==> config.mk <==
export PLATFORM = sky130hd
export DESIGN_NAME = alu_arbiter
export DESIGN_NICKNAME = d
export VERILOG_FILES = /design/src/rtl/alu_arbiter.sv
export SDC_FILE = /design/constraint.sdc
export NUM_CORES = 1
export LEC_CHECK = 0
export ABC_CLOCK_PERIOD_IN_PS = 1100
export BUFFER_PORTS_ARGS = -buffer_cell sky130_fd_sc_hd__buf_4
export CORE_MARGIN = 2
export CORE_UTILIZATION = 40
export CTS_BUF_LIST = sky130_fd_sc_hd__clkbuf_4 sky130_fd_sc_hd__clkbuf_8
export DETAILED_ROUTE_END_ITERATION = 6
export GPL_TIMING_DRIVEN = 0
export PLACE_DENSITY = 0.74
export SYNTH_ARGS = -nofsm -noshare
export SYNTH_HDL_FRONTEND = slang
export SYNTH_SLANG_ARGS = --single-unit
==> constraint.sdc <==
create_clock -name clk -period 1.1 [get_ports clk]
set_input_delay 0 -clock clk [delete_from_list [all_inputs] [get_ports clk]]
set_output_delay 0 -clock clk [all_outputs]
set_load 0.02 [all_outputs]
==> src/rtl/alu_arbiter.sv <==
// Two-requester round-robin front end for the shared combinational ALU.
// Grants one operation, holds its operands on the ALU for a cycle, registers the result and returns it tagged with the requester id.
module alu_arbiter #(
    parameter int DATA_W = 2,
    parameter int SEL_W  = 4,
    parameter int RES_W  = 7
) (
    input  logic              clk,
    input  logic              reset,
    input  logic              req0_valid,
    input  logic [DATA_W-1:0] req0_a,
    input  logic [DATA_W-1:0] req0_b,
    input  logic [SEL_W-1:0]  req0_sel,
    output logic              req0_ready,
    input  logic              req1_valid,
    input  logic [DATA_W-1:0] req1_a,
    input  logic [DATA_W-1:0] req1_b,
    input  logic [SEL_W-1:0]  req1_sel,
    output logic              req1_ready,
    output logic [DATA_W-1:0] alu_a,
    output logic [DATA_W-1:0] alu_b,
    output logic [SEL_W-1:0]  alu_sel,
    input  logic [RES_W-1:0]  alu_out,
    input  logic              alu_carry,
    output logic              rsp_valid,
    output logic              rsp_id,
    output logic [RES_W-1:0]  rsp_result,
    output logic              rsp_carry,
    input  logic              rsp_ready,
    output logic              busy
);

    typedef enum logic [1:0] {
        IDLE = 2'd0,
        EXEC = 2'd1,
        RESP = 2'd2
    } state_t;

    state_t            state_q, state_d;
    logic              last_grant_q, last_grant_d;
    logic              id_q, id_d;
    logic [DATA_W-1:0] op_a_q, op_a_d;
    logic [DATA_W-1:0] op_b_q, op_b_d;
    logic [SEL_W-1:0]  op_sel_q, op_sel_d;
    logic              rsp_valid_q, rsp_valid_d;
    logic              rsp_id_q, rsp_id_d;
    logic [RES_W-1:0]  rsp_result_q, rsp_result_d;
    logic              rsp_carry_q, rsp_carry_d;
    logic              busy_q, busy_d;
    logic              any_valid_s;
    logic              pick_s;

    // Requester 1 wins when it is alone, or on contention when requester 0 had the last grant.
    assign any_valid_s = req0_valid | req1_valid;
    assign pick_s      = (req0_valid & req1_valid) ? ~last_grant_q : req1_valid;

    // Next-state, grant and capture logic.
    always_comb begin
        state_d      = state_q;
        last_grant_d = last_grant_q;
        id_d         = id_q;
        op_a_d       = op_a_q;
        op_b_d       = op_b_q;
        op_sel_d     = op_sel_q;
        rsp_id_d     = rsp_id_q;
        rsp_result_d = rsp_result_q;
        rsp_carry_d  = rsp_carry_q;
        req0_ready   = 1'b0;
        req1_ready   = 1'b0;
        case (state_q)
            IDLE: begin
                if (any_valid_s && !reset) begin
                    req0_ready   = ~pick_s;
                    req1_ready   = pick_s;
                    op_a_d       = pick_s ? req1_a   : req0_a;
                    op_b_d       = pick_s ? req1_b   : req0_b;
                    op_sel_d     = pick_s ? req1_sel : req0_sel;
                    id_d         = pick_s;
                    last_grant_d = pick_s;
                    state_d      = EXEC;
                end else begin
                    state_d = IDLE;
                end
            end
            EXEC: begin
                rsp_result_d = alu_out;
                rsp_carry_d  = alu_carry;
                rsp_id_d     = id_q;
                state_d      = RESP;
            end
            RESP: begin
                if (rsp_ready) begin
                    state_d = IDLE;
                end else begin
                    state_d = RESP;
                end
            end
            default: begin
                state_d = IDLE;
            end
        endcase
        rsp_valid_d = (state_d == RESP);
        busy_d      = (state_d != IDLE);
    end

    // State and datapath registers with synchronous reset.
    always_ff @(posedge clk) begin
        if (reset) begin
            state_q      <= IDLE;
            last_grant_q <= 1'b1;
            id_q         <= 1'b0;
            op_a_q       <= {DATA_W{1'b0}};
            op_b_q       <= {DATA_W{1'b0}};
            op_sel_q     <= {SEL_W{1'b0}};
            rsp_valid_q  <= 1'b0;
            rsp_id_q     <= 1'b0;
            rsp_result_q <= {RES_W{1'b0}};
            rsp_carry_q  <= 1'b0;
            busy_q       <= 1'b0;
        end else begin
            state_q      <= state_d;
            last_grant_q <= last_grant_d;
            id_q         <= id_d;
            op_a_q       <= op_a_d;
            op_b_q       <= op_b_d;
            op_sel_q     <= op_sel_d;
            rsp_valid_q  <= rsp_valid_d;
            rsp_id_q     <= rsp_id_d;
            rsp_result_q <= rsp_result_d;
            rsp_carry_q  <= rsp_carry_d;
            busy_q       <= busy_d;
        end
    end

    assign alu_a      = op_a_q;
    assign alu_b      = op_b_q;
    assign alu_sel    = op_sel_q;
    assign rsp_valid  = rsp_valid_q;
    assign rsp_id     = rsp_id_q;
    assign rsp_result = rsp_result_q;
    assign rsp_carry  = rsp_carry_q;
    assign busy       = busy_q;

endmodule

==> flow_metrics.env <==
export IMPL_peakVddDrop_mv=0.7542
export IMPL_groute_usage_overall=0.2217
export IMPL_grt_met3_usage=0.04678
export IMPL_slew_headroom=0.5631
export IMPL_cp_required_ns=1.28
export IMPL_antenna_found_initial=0
export IMPL_cp_start_kind="flip-flop"
export IMPL_preCtsSetupSlack_ns=-0.1862
export IMPL_post_route_util=0.8460
export IMPL_cts_htree_levels=1
export IMPL_r2r_end="id_q"
export IMPL_stdcell_area_um2=1836
export IMPL_drv_slew=0
export IMPL_die_height_um=51.43
export IMPL_min_period_over_period=1.153
export IMPL_grt_overflow=0
export IMPL_synthDistinctLibCells=22
export IMPL_root_buffer="clkbuf_4"
export IMPL_ios=50
export IMPL_finClkSkew_ns=0.006141
export IMPL_setup_viol=24
export IMPL_netlist_instances=109
export IMPL_ff2ff_path_depth=5
export IMPL_vias=1128
export IMPL_min_delay_start="req1_valid"
export IMPL_fmax_mhz=788.8
export IMPL_rsz0062_at_grt="true"
export IMPL_routed_via_density=5.081
export IMPL_fin_ws_ns=-0.1678
export IMPL_grt_max_degree=13
export IMPL_drive_above_1_share=0.4948
export IMPL_die_area_um2=2645
export IMPL_postSynthAreaPerCell_um2=8.253
export IMPL_drc=0
export IMPL_wl_um=3146
export IMPL_ys_top_cells_by_area="dfxtp_1 51%, nand2_1 14%, a21oi_1 11%, a311oi_1 7.8%, nor2_1 2.1%"
export IMPL_synth_seq_area_share=0.5118
export IMPL_tritoncts="yes"
export IMPL_final_cell_mix="52 x buf_4, 25 x nand2_1, 25 x dlygate4sd3_1, 21 x dfxtp_1"
export IMPL_met2_usage=0.4081
export IMPL_cts_num_sinks=23
export IMPL_cp_slowest_cell="dfxtp_4"
export IMPL_drv_cap=0
export IMPL_cts_buffer_depth=2
export IMPL_synth_seq_cells=23
export IMPL_cp_arrival_ns=1.45
export IMPL_start_util=0.4146
export IMPL_rrSetupSlack_ns=-0.17
export IMPL_n_antenna_cell=0
export IMPL_placed_area_um2=1304
export IMPL_max_stage_delay_ns=0.38
export IMPL_synth_top_cell_area_share=0.5118
export IMPL_final_common_cell="buf_4"
export IMPL_yosysWarnings=0
export IMPL_cpLargestDelayFamily="flip-flops"
export IMPL_grt_pass1_wl_um=4429
export IMPL_syn_area_um2=899.6
export IMPL_final_hold_viol_count=0
export IMPL_critPathMaxFanout=4
export IMPL_status="finished, violations left"
export IMPL_grtUsageMet1=0.2427
export IMPL_cts_buffers=3
export IMPL_die_w_um=51.43
export IMPL_wl_per_cell_um=14.17
export IMPL_fin_crit_ns=1.268
export IMPL_crit_path_cell_trace="buf_4, buf_6, or3_4, o21ai_2, a21oi_1"
export IMPL_first_iter_violations=4
export IMPL_crit_cells=5
export IMPL_p_leak_uw=0.0008091
export IMPL_fin_tns_setup_ns=-2.438
export IMPL_synth_nets=138
export IMPL_drtAntennaViolNets=0
export IMPL_power_density_nw_per_um2=1126
export IMPL_post_dp_hpwl_um=1611
export IMPL_io_buffers=49
export IMPL_finalPower_uw=2067
export IMPL_r2r_start="state_q[0]"
export IMPL_clk_latency_ns=0.31
export IMPL_top_usage_layer="met2"
export IMPL_syn2layout_area_growth_pct=104.0
export IMPL_cp_end_kind="flip-flop"
export IMPL_violations="setup timing"
export IMPL_place_congestion=0.7026
export IMPL_fin_nets=224
export IMPL_critPathLaunch="state_q[0]"
export IMPL_yosys_area_top_type="dfxtp_1"
export IMPL_row_count=17
export IMPL_grt_pass1_vias=1063
export IMPL_worstPathBufferInverterCount=2
export IMPL_tightestPinTransition_ns=0.6553
export IMPL_path_class="reg2reg"
export IMPL_hold_class="in2reg"
export IMPL_endpoint="id_q"
export IMPL_core_area_um2=2170
export IMPL_dr_pass1_iters=4
export IMPL_clk_pin_slew_ns=0.13
## worst min-delay path by stage
stage	end	slack, ns	cells after the start
2_1_floorplan	last_grant_q	0.09	1
6_report	id_q	0.03	4
4_1_cts	id_q	0.01	4
5_1_grt	id_q	0.04	4
3_5_place_dp	last_grant_q	0.26	2
3_3_place_gp	rsp_result[3]	0.25	3
## synth_stat cells
master	number
nor3_4	1
nand2b_1	1
nand2_1	34
nor2_1	5
dfxtp_1	23
a21bo_2	1
inv_2	2
nand3_1	1
a211o_1	1
buf_2	2
clkbuf_1	2
a21boi_2	1
o21ai_0	1
a21oi_1	19
buf_1	1
clkbuf_2	1
or2_0	1
o21ai_1	1
and2b_1	1
a311oi_1	8
or3_1	1
nand2_2	1
## registers in the layout, indices dropped and copies added, names as in the netlist
name / count
rsp_id: 1
alu_b: 2
id_q: 1
alu_a: 2
rsp_carry: 1
busy: 1
alu_sel: 4
last_grant_q: 1
state_q: 2
rsp_result: 7
rsp_valid: 1
## worst reg2reg max path: stages, from the launching register on
cell and delay [ns]:
dfxtp_4 0.38, buf_4 0.13, buf_6 0.12, or3_4 0.32
o21ai_2 0.13, a21oi_1 0.06
## per-stage QoR
stage	hold WS, ns	std cells
finish	0.03119	222
global route	0.03946	222
CTS	0.009891	219
detailed placement	0.2568	186
global placement	0.2501	186
floorplan	0.09436	109
## routing by layer
metal | part of all wire | vias up
met5 | 0 | -
met3 | 0.059 | 6
met1 | 0.37 | 534
li1 | - | 542
met2 | 0.55 | 46
met4 | 0.012 | 0
## final cells by class
cell class | count | area [µm²]
timing repair buffer | 82 | 710.7
tap | 28 | 35.03
clock buffer | 4 | 30.03
multi-input combinational | 79 | 554.3
buffer | 4 | 27.53
sequential | 23 | 465.4
inverter | 2 | 12.51
fill | 136 | 334.1
## cells by family (layout without fill, tap and decap cells)
group | Yosys count | after routing | synth area share
and+or+nand+nor | 46 | 47 | 0.2226
DFF | 23 | 23 | 0.5118
buffers and inverters | 8 | 92 | 0.03755
AOI/OAI and AO/OA | 32 | 32 | 0.2281
## power by group
group	leakage, µW	switching (µW)	internal [µW]
logic	0.000601	329	364
clock network	0.0000184	252	166
registers	0.000190	53.6	902
## timing repair
item	CTS	global route
endpoints found under the setup margin	16	24
pin swaps	5	16
hold buffers	25	0
hold endpoints to repair	18	0
resized for setup	13	35
setup buffers	7	1
cloned	0	2
(Power assumes the default switching activity.)
